<file path="config.mk">
export PLATFORM = sky130hd
export DESIGN_NAME = frame_countdown_timer_flat
export DESIGN_NICKNAME = d
export VERILOG_FILES = /design/src/rtl/frame_countdown_timer_if.sv /design/src/rtl/frame_countdown_timer.sv /design/src/flat_wrapper.sv
export SDC_FILE = /design/constraint.sdc
export NUM_CORES = 1
export LEC_CHECK = 0
export CAP_MARGIN = 20
export CORE_ASPECT_RATIO = 0.8
export CORE_MARGIN = 1
export CORE_UTILIZATION = 53
export DETAILED_ROUTE_END_ITERATION = 10
export HOLD_SLACK_MARGIN = 0.05
export PLACE_DENSITY = 0.85
export SYNTH_ARGS = -nofsm -noshare
export SYNTH_HDL_FRONTEND = slang
export SYNTH_SLANG_ARGS = --single-unit
</file>
<file path="constraint.sdc">
create_clock -name clk -period 6.05 [get_ports clk]
set_input_delay 0.605 -clock clk [delete_from_list [all_inputs] [get_ports clk]]
set_output_delay 0.605 -clock clk [all_outputs]
set_load 0.005 [all_outputs]
</file>
<file path="src/rtl/frame_countdown_timer_if.sv">
// Signal bundle between the game controller / frame-rate counter and frame_countdown_timer.
// Defining FRAME_TIMER_WARN_EN adds the o_warn low-time indicator.
interface frame_countdown_timer_if #(
  parameter int SEC_W = 7
);
  logic             i_tick;
  logic             i_start;
  logic             i_pause;
  logic [SEC_W-1:0] i_load_secs;
  logic             i_ack;
  logic             o_tick_en;
  logic [SEC_W-1:0] o_secs_left;
  logic [3:0]       o_bcd_tens;
  logic [3:0]       o_bcd_ones;
  logic [1:0]       o_state;
  logic             o_busy;
  logic             o_expired;

`ifdef FRAME_TIMER_WARN_EN
  logic             o_warn;

  modport master (
    output i_tick, i_start, i_pause, i_load_secs, i_ack,
    input  o_tick_en, o_secs_left, o_bcd_tens, o_bcd_ones, o_state, o_busy, o_expired, o_warn
  );

  modport slave (
    input  i_tick, i_start, i_pause, i_load_secs, i_ack,
    output o_tick_en, o_secs_left, o_bcd_tens, o_bcd_ones, o_state, o_busy, o_expired, o_warn
  );
`else
  modport master (
    output i_tick, i_start, i_pause, i_load_secs, i_ack,
    input  o_tick_en, o_secs_left, o_bcd_tens, o_bcd_ones, o_state, o_busy, o_expired
  );

  modport slave (
    input  i_tick, i_start, i_pause, i_load_secs, i_ack,
    output o_tick_en, o_secs_left, o_bcd_tens, o_bcd_ones, o_state, o_busy, o_expired
  );
`endif
endinterface

</file>
<file path="src/rtl/frame_countdown_timer.sv">
// Whole-second start/pause/expire countdown driven by frame ticks, with BCD readout.
// Optional FRAME_TIMER_WARN_EN adds a registered o_warn for the last five seconds of a run.
module frame_countdown_timer #(
  parameter int FRAMES_PER_SEC = 60,
  parameter int SEC_W          = 7,
  parameter int MAX_SECS       = 99
) (
  input  logic                    clk,
  input  logic                    reset,
  frame_countdown_timer_if.slave  io_bus
);

  localparam int                 FRAME_W    = (FRAMES_PER_SEC > 1) ? $clog2(FRAMES_PER_SEC) : 1;
  localparam logic [FRAME_W-1:0] LAST_FRAME = FRAME_W'(FRAMES_PER_SEC - 1);
  localparam logic [SEC_W-1:0]   MAX_LOAD   = SEC_W'(MAX_SECS);

  typedef enum logic [1:0] {
    IDLE    = 2'd0,
    RUN     = 2'd1,
    PAUSE   = 2'd2,
    EXPIRED = 2'd3
  } state_t;

  state_t             r_state;
  state_t             w_next_state;
  logic [SEC_W-1:0]   r_secs;
  logic [SEC_W-1:0]   w_next_secs;
  logic [SEC_W-1:0]   w_load_clamped;
  logic [FRAME_W-1:0] r_frame_cnt;
  logic [FRAME_W-1:0] w_next_frame_cnt;
  logic               r_tick_en;
  logic               r_expired;
  logic               w_expire_now;
  logic [3:0]         w_tens;

  assign w_load_clamped = (io_bus.i_load_secs > MAX_LOAD) ? MAX_LOAD : io_bus.i_load_secs;

  // start overrides everything; otherwise the current state decides, pause beating tick
  always_comb begin
    w_next_state     = r_state;
    w_next_secs      = r_secs;
    w_next_frame_cnt = r_frame_cnt;
    w_expire_now     = 1'b0;
    if (io_bus.i_start) begin
      w_next_secs      = w_load_clamped;
      w_next_frame_cnt = '0;
      if (w_load_clamped == '0) begin
        w_next_state = EXPIRED;
        w_expire_now = 1'b1;
      end else begin
        w_next_state = RUN;
      end
    end else begin
      unique case (r_state)
        IDLE: begin
        end
        RUN: begin
          if (io_bus.i_pause) begin
            w_next_state = PAUSE;
          end else if (io_bus.i_tick) begin
            if (r_frame_cnt == LAST_FRAME) begin
              w_next_frame_cnt = '0;
              w_next_secs      = r_secs - SEC_W'(1);
              if (r_secs == SEC_W'(1)) begin
                w_next_state = EXPIRED;
                w_expire_now = 1'b1;
              end
            end else begin
              w_next_frame_cnt = r_frame_cnt + FRAME_W'(1);
            end
          end
        end
        PAUSE: begin
          if (!io_bus.i_pause) begin
            w_next_state = RUN;
          end
        end
        EXPIRED: begin
          if (io_bus.i_ack) begin
            w_next_state = IDLE;
          end
        end
      endcase
    end
  end

  always_ff @(posedge clk or posedge reset) begin
    if (reset) begin
      r_state     <= IDLE;
      r_secs      <= '0;
      r_frame_cnt <= '0;
      r_tick_en   <= 1'b0;
      r_expired   <= 1'b0;
    end else begin
      r_state     <= w_next_state;
      r_secs      <= w_next_secs;
      r_frame_cnt <= w_next_frame_cnt;
      r_tick_en   <= (w_next_state == RUN);
      r_expired   <= w_expire_now;
    end
  end

  // Tens digit by threshold search so no divider is built; seconds never exceed 99
  always_comb begin
    w_tens = '0;
    for (int t = 1; t <= 9; t++) begin
      if (r_secs >= SEC_W'(t * 10)) begin
        w_tens = 4'(t);
      end
    end
  end

  assign io_bus.o_tick_en   = r_tick_en;
  assign io_bus.o_secs_left = r_secs;
  assign io_bus.o_bcd_tens  = w_tens;
  assign io_bus.o_bcd_ones  = 4'(r_secs - SEC_W'(w_tens) * SEC_W'(10));
  assign io_bus.o_state     = r_state;
  assign io_bus.o_busy      = (r_state == RUN) || (r_state == PAUSE);
  assign io_bus.o_expired   = r_expired;

`ifdef FRAME_TIMER_WARN_EN
  logic r_warn;

  // Registered from next-state values so it lines up with o_secs_left
  always_ff @(posedge clk or posedge reset) begin
    if (reset) begin
      r_warn <= 1'b0;
    end else begin
      r_warn <= (w_next_state == RUN) && (w_next_secs != '0) && (w_next_secs <= SEC_W'(5));
    end
  end

  assign io_bus.o_warn = r_warn;
`endif

endmodule

</file>
<file path="src/flat_wrapper.sv">
// flat-port wrapper written by rule: the top's interface ports become plain ports
module frame_countdown_timer_flat 
#(
  parameter int FRAMES_PER_SEC = 60,
  parameter int SEC_W          = 7,
  parameter int MAX_SECS       = 99
)
  (clk, reset, io_bus_i_tick, io_bus_i_start, io_bus_i_pause, io_bus_i_load_secs, io_bus_i_ack, io_bus_o_tick_en, io_bus_o_secs_left, io_bus_o_bcd_tens, io_bus_o_bcd_ones, io_bus_o_state, io_bus_o_busy, io_bus_o_expired);
  frame_countdown_timer_if #(.SEC_W(SEC_W)) io_bus_i ();
  input  logic clk;
  input  logic reset;
  input wire logic [$bits(io_bus_i.i_tick)-1:0] io_bus_i_tick;
  input wire logic [$bits(io_bus_i.i_start)-1:0] io_bus_i_start;
  input wire logic [$bits(io_bus_i.i_pause)-1:0] io_bus_i_pause;
  input wire logic [$bits(io_bus_i.i_load_secs)-1:0] io_bus_i_load_secs;
  input wire logic [$bits(io_bus_i.i_ack)-1:0] io_bus_i_ack;
  output wire logic [$bits(io_bus_i.o_tick_en)-1:0] io_bus_o_tick_en;
  output wire logic [$bits(io_bus_i.o_secs_left)-1:0] io_bus_o_secs_left;
  output wire logic [$bits(io_bus_i.o_bcd_tens)-1:0] io_bus_o_bcd_tens;
  output wire logic [$bits(io_bus_i.o_bcd_ones)-1:0] io_bus_o_bcd_ones;
  output wire logic [$bits(io_bus_i.o_state)-1:0] io_bus_o_state;
  output wire logic [$bits(io_bus_i.o_busy)-1:0] io_bus_o_busy;
  output wire logic [$bits(io_bus_i.o_expired)-1:0] io_bus_o_expired;
  assign io_bus_i.i_tick = io_bus_i_tick;
  assign io_bus_i.i_start = io_bus_i_start;
  assign io_bus_i.i_pause = io_bus_i_pause;
  assign io_bus_i.i_load_secs = io_bus_i_load_secs;
  assign io_bus_i.i_ack = io_bus_i_ack;
  assign io_bus_o_tick_en = io_bus_i.o_tick_en;
  assign io_bus_o_secs_left = io_bus_i.o_secs_left;
  assign io_bus_o_bcd_tens = io_bus_i.o_bcd_tens;
  assign io_bus_o_bcd_ones = io_bus_i.o_bcd_ones;
  assign io_bus_o_state = io_bus_i.o_state;
  assign io_bus_o_busy = io_bus_i.o_busy;
  assign io_bus_o_expired = io_bus_i.o_expired;
  frame_countdown_timer #(.FRAMES_PER_SEC(FRAMES_PER_SEC), .SEC_W(SEC_W), .MAX_SECS(MAX_SECS)) u_core (.clk(clk), .reset(reset), .io_bus(io_bus_i));
endmodule
</file>
# Word level (Yosys, flattened, before mapping)
# Index checks and enable logic that the tools add are counted.
# classes
addsub	3
muxes	36
magnitude_cmp	10
reduce_logical	7
multipliers	1
eq_ne	7
# ops
op	count
$mux W7	6
$mux W6	5
$ge A7 B6 Y1 const B	3
$ge A7 B7 Y1 const B	3
$mux W2	10
$ge A7 B5 Y1 const B	2
$mux W3	4
$mux W1	8
$mux W4	2
$eq A7 B1 Y1 const B	1
$ge A7 B4 Y1 const B	1
$gt A7 B7 Y1 const B	1
$logic_not A7 Y1	1
$sub A7 B1 Y7 const B	1
$add A6 B1 Y6 const B	1
$eq A6 B6 Y1 const B	1
$pmux W2 S3	1
$reduce_bool A2 Y1	3
$eq A2 B1 Y1 const B	2
$eq A2 B2 Y1 const B	2
$mul A4 B3 Y3 const B	1
$reduce_and A4 Y1	1
$sub A4 B4 Y4	1
$reduce_and A3 Y1	1
2 further kinds	2
# totals
elab_cells	69
input_bits	13
register_bits	17

# Logic depth before layout (Yosys ltp)
# logic_depth
word_depth	12
mapped_depth	10
depth_no_buf	9

# Worst setup path after synthesis
# No wires, ideal clock.
# synth_path
path_type	reg-to-output
start	reg u_core.r_secs[3], in the netlist u_core.io_bus.o_secs_left[3]
end	out io_bus_o_bcd_ones[3]
slack_ps	3028
arrival_ps	2417
required_ps	5445
stages_incl_launch_ff	10
path_cell_list	dfrtp_1 -> or3b_2 -> a211o_1 -> a21oi_1 -> a311oi_1 -> ha_1 -> fa_1 -> xor2_1 -> xnor2_1 -> xnor2_1
# synth_via
elab_chain_cells	12
word_cells_on_any_way	20
classes_between	add/sub (1); mul (1); order compare (9); mux (9)
# synth_lines
item	line_no	source
start: declaration	frame_countdown_timer.sv:26	logic [SEC_W-1:0] r_secs;
start signal: assignment	frame_countdown_timer.sv:96	r_secs <= w_next_secs;
$ge A7 B4 Y1	frame_countdown_timer.sv:107	if (r_secs >= SEC_W'(t * 10)) begin
$mux W1	frame_countdown_timer.sv:107	
$mux W2 (2 in series)	frame_countdown_timer.sv:107	
$mux W3 (4 in series)	frame_countdown_timer.sv:107	
$mux W4	frame_countdown_timer.sv:107	
$mux W4 *	frame_countdown_timer.sv:107	
named net io_bus_o_bcd_tens[0]	flat_wrapper.sv:19	output wire logic [$bits(io_bus_i.o_bcd_tens)-1:0] io_bus_o_bcd_tens;
$mul A4 B3 Y3 *	frame_countdown_timer.sv:116	assign io_bus.o_bcd_ones = 4'(r_secs - SEC_W'(w_tens) * SEC_W'(10));
$sub A4 B4 Y4 *	frame_countdown_timer.sv:116	
end: declaration	flat_wrapper.sv:20	output wire logic [$bits(io_bus_i.o_bcd_ones)-1:0] io_bus_o_bcd_ones;
# The timed path passes the listed nets; every way through them passes the cells marked *.

# Worst setup path after layout
# layout_path
start	reg u_core.r_secs[3], in the netlist u_core.io_bus.o_secs_left[3]
end	out io_bus_o_bcd_ones[3]
# layout_via
elab_chain_cells	12
word_cells_on_any_way	20
classes_between	add/sub (1); mul (1); order compare (9); mux (9)
# layout_lines
item	line_no
$ge A7 B4 Y1	frame_countdown_timer.sv:107
$mux W1	frame_countdown_timer.sv:107
$mux W2 (2 in series)	frame_countdown_timer.sv:107
$mux W3 (4 in series)	frame_countdown_timer.sv:107
$mux W4 (2 in series)	frame_countdown_timer.sv:107
$mul A4 B3 Y3	frame_countdown_timer.sv:116
$sub A4 B4 Y4 *	frame_countdown_timer.sv:116
# Mark *: on every way between the ends. The rest lies on a longest branch, timed or not.

==> results.toml <==
[outcome]
status = "finished clean"

[sta]
finalHoldViolations = 0
final-setup-viol-count = 0
tightest_slew_ns = 0.877
fin_tns_setup_ns = 0
hold_ws_ns = 0.553
max_freq_ghz = 0.243
period_minus_slack_ns = 4.12
rsz0062_at_grt = "false"
fin_skew_ns = 0.00656
finalMaxSlewViolations = 0
slew_headroom_pct = 41.4
period_share_pct = 68.0

[worst_setup_path]
cp-end-kind = "output port"
cp-startpoint = "u_core.io_bus.o_secs_left[3]$_DFFE_PP0P_"
worst-r2r-cell-count = 8
worstReg2RegEnd = "u_core.io_bus.o_secs_left[5]$_DFFE_PP0P_"
critPathLaunchType = "register"
cpMaxStageDelayCell = "dfrtp_1"
worstPathMaxFanout = 15
crit_path_end = "io_bus_o_bcd_ones[3]"
arrival_ns = 3.51
reg2reg_slack_ns = 4.01
worstPathRequired_ns = 5.44
r2r-start = "u_core.io_bus.o_state[1]$_DFF_PP0_"
max_stage_delay_ns = 0.55
critPathKind = "reg2out"
path_cells = "or3b_2, a211o_1, a21oi_1, a311oi_1, ha_1, fa_1, xor2_1, xnor2_1, xnor2_1, clkdlybuf4s50_1"
cpMostUsedCell = "xnor2_1"

[place]
place_inst = 216
gp_congestion = 0.821
dpl_cell_area_um2 = 1670
dp_hpwl_um = 2310
io_buffers = 32

[layout]
drive_gt1_share_pct = 6.45
instances_no_fill = 220
finalCoreUtilization_pct = 74.8
diodes = 0
area_delta_synth_final_pct = 25.8
fin_area_um2 = 1700
nFillCells = 171
final_nets = 209

[synth]
synth_edf_count = 0
postSynthCellCount = 158
syn-num-nets = 180
synth_area_um2 = 1350
ys_warn_count = 0
synth_flop_cell = "dfrtp_1"
synth_cell_types = 45
synth_top_cell_by_area = "dfrtp_1"
synth_most_common_cell = "nor2_1"
netlist_top_cells_count = "nor2_1, dfrtp_1, nand2_1"
yosysSeqAreaShare_pct = 31.5
synthArstFlopShare_pct = 100
yosys.area.top_type_share_pct = 31.5
ys_ff_latch = 17
syn_avg_cell_area_um2 = 8.54
synthTopCellsByArea = "dfrtp_1, ha_1, nor2_1, xnor2_1, a21oi_1"

[pwr]
peakVddDrop_uv = 153
power_leakage_nw = 0.706
power_density_nw_per_um2 = 230

[routing]
drcViolationCount = 0
drtPass1Iterations = 4
avgRoutedWirePerCell_um = 14.0
antenna_left = 0
drt_iter0_markers = 85
num_vias = 1258
drt-total-wl_um = 3090
avgViaCountPerCell = 5.72

[clock_tree]
clk_pin_slew_ns = 0.10
postCtsHoldBufs = 0
h-tree-depth = 1
clockRootBuffer = "clkbuf_4"
cts_resized = 0
cts_buffers = 3
cts_max_path_buffers = 2
cts_tree = "built"
insertion_delay_ns = 0.29
cts.sinks = 17
postCtsSetupRepairBufs = 0

[floorplan]
die_x_um = 58.4
initial_core_util_pct = 59.4
die_y_um = 47.1
core_um2 = 2270
boundaryPins = 33
rows = 15
die_area_um2 = 2750

[grt]
grtUsageTotal_pct = 24.9
grt_max_degree = 26
antenna_found_initial = 0
grt-ovfl-total = 0
grt_first_pass_wirelength_um = 5040
grt_pass1_vias = 1135

[hold_path]
min-delay-path-class = "reg2reg"

[flow_run]
maxCapViolCount = 0
## logic make-up (layout without fill, tap and decap cells)
| logic type | count (synthesis) | in the layout | synth area share (%) |
|---|---|---|---|
| AOI/OAI and AO/OA | 37 | 37 | 19.1 |
| xor gates and xnor gates | 8 | 8 | 5.19 |
| adders and majority gates | 9 | 9 | 8.90 |
| buffers and inverters | 18 | 46 | 6.21 |
| DFF | 17 | 17 | 31.5 |
| muxes | 1 | 1 | 0.834 |
| and+or+nand+nor | 68 | 68 | 28.3 |
## final cells by class
| cell class | instances | area [µm²] | share of cell area (%) |
|---|---|---|---|
| Timing Repair Buffer | 33 | 328 | 19.3 |
| Clock inverter | 1 | 5.00 | 0.295 |
| Sequential cell | 17 | 425 | 25.1 |
| Clock buffer | 3 | 22.5 | 1.33 |
| Multi-Input combinational cell | 123 | 841 | 49.5 |
| Tap cell | 34 | 42.5 | 2.51 |
| Inverter | 9 | 33.8 | 1.99 |
## how the worst min path moves through the flow
stage                                            startpoint  slack [ns]  cells past startpoint                                 to
after floorplan           u_core.r_frame_cnt[4]$_DFFE_PP0P_        0.48                      1  u_core.r_frame_cnt[4]$_DFFE_PP0P_
after global placement    u_core.r_frame_cnt[4]$_DFFE_PP0P_        0.52                      1  u_core.r_frame_cnt[4]$_DFFE_PP0P_
after detailed placement  u_core.r_frame_cnt[4]$_DFFE_PP0P_        0.53                      1  u_core.r_frame_cnt[4]$_DFFE_PP0P_
after CTS                 u_core.r_frame_cnt[4]$_DFFE_PP0P_        0.55                      1  u_core.r_frame_cnt[4]$_DFFE_PP0P_
after global routing      u_core.r_frame_cnt[4]$_DFFE_PP0P_        0.58                      1  u_core.r_frame_cnt[4]$_DFFE_PP0P_
final                     u_core.r_frame_cnt[4]$_DFFE_PP0P_        0.55                      1  u_core.r_frame_cnt[4]$_DFFE_PP0P_
## routing by layer
layer	global-route usage [%]	vias to the layer above	part of all wire, %
li1	-	613	-
met3	6.34	2	7.3
met5	0	-	0
met1	33.9	597	47
met2	40.5	46	46
met4	6.19	0	0.26
## state kept, by name, summed over array words and instances (netlist names)
| register | count |
|---|---|
| u_core.io_bus.o_tick_en | 1 |
| u_core.r_frame_cnt | 6 |
| u_core.io_bus.o_secs_left | 7 |
| u_core.io_bus.o_state | 2 |
| u_core.io_bus.o_expired | 1 |
## cells in the final DEF, fill, tap and decap left out, types with 2 or more instances in the layout
| master | instances |
|---|---|
| clkbuf_4 | 3 |
| dfrtp_1 | 17 |
| nor2_1 | 18 |
| nor3b_1 | 2 |
| nand3_1 | 3 |
| xor2_1 | 2 |
| nand2_1 | 12 |
| nor2b_1 | 5 |
| o21ai_0 | 10 |
| nand2b_1 | 5 |
| a21oi_1 | 10 |
| clkdlybuf4s50_1 | 32 |
| nand4b_1 | 2 |
| ha_1 | 8 |
| a311oi_1 | 2 |
| and3b_1 | 2 |
| inv_1 | 9 |
| nor3_1 | 8 |
| xnor2_1 | 6 |
| and2_1 | 2 |
| a31oi_1 | 3 |
| a211o_1 | 2 |
| nand3b_1 | 2 |
## through the flow
step,total power [mW],worst slack [ns]
after floorplan,0.245,3.03
after global placement,0.326,2.34
after detailed placement,0.331,2.27
after CTS,0.392,1.93
after global routing,0.419,1.73
final,0.391,1.93
## power by group
part / total, mW / switching (mW) / internal, mW
clock: 0.0609 / 0.0363 / 0.0246
combinational: 0.184 / 0.0767 / 0.107
sequential: 0.146 / 0.0215 / 0.124
total: 0.391 / 0.134 / 0.256
## critical path: cells and delay by family (launching register included)
family	cells	cell delay, ns
and+or+nand+nor	1	0.52
adders and majority gates	2	0.62
buffers and inverters	1	0.53
DFF	1	0.55
xor gates and xnor gates	3	0.49
AOI/OAI and AO/OA	3	0.52
No activity file was read; power rests on OpenSTA's default activity.
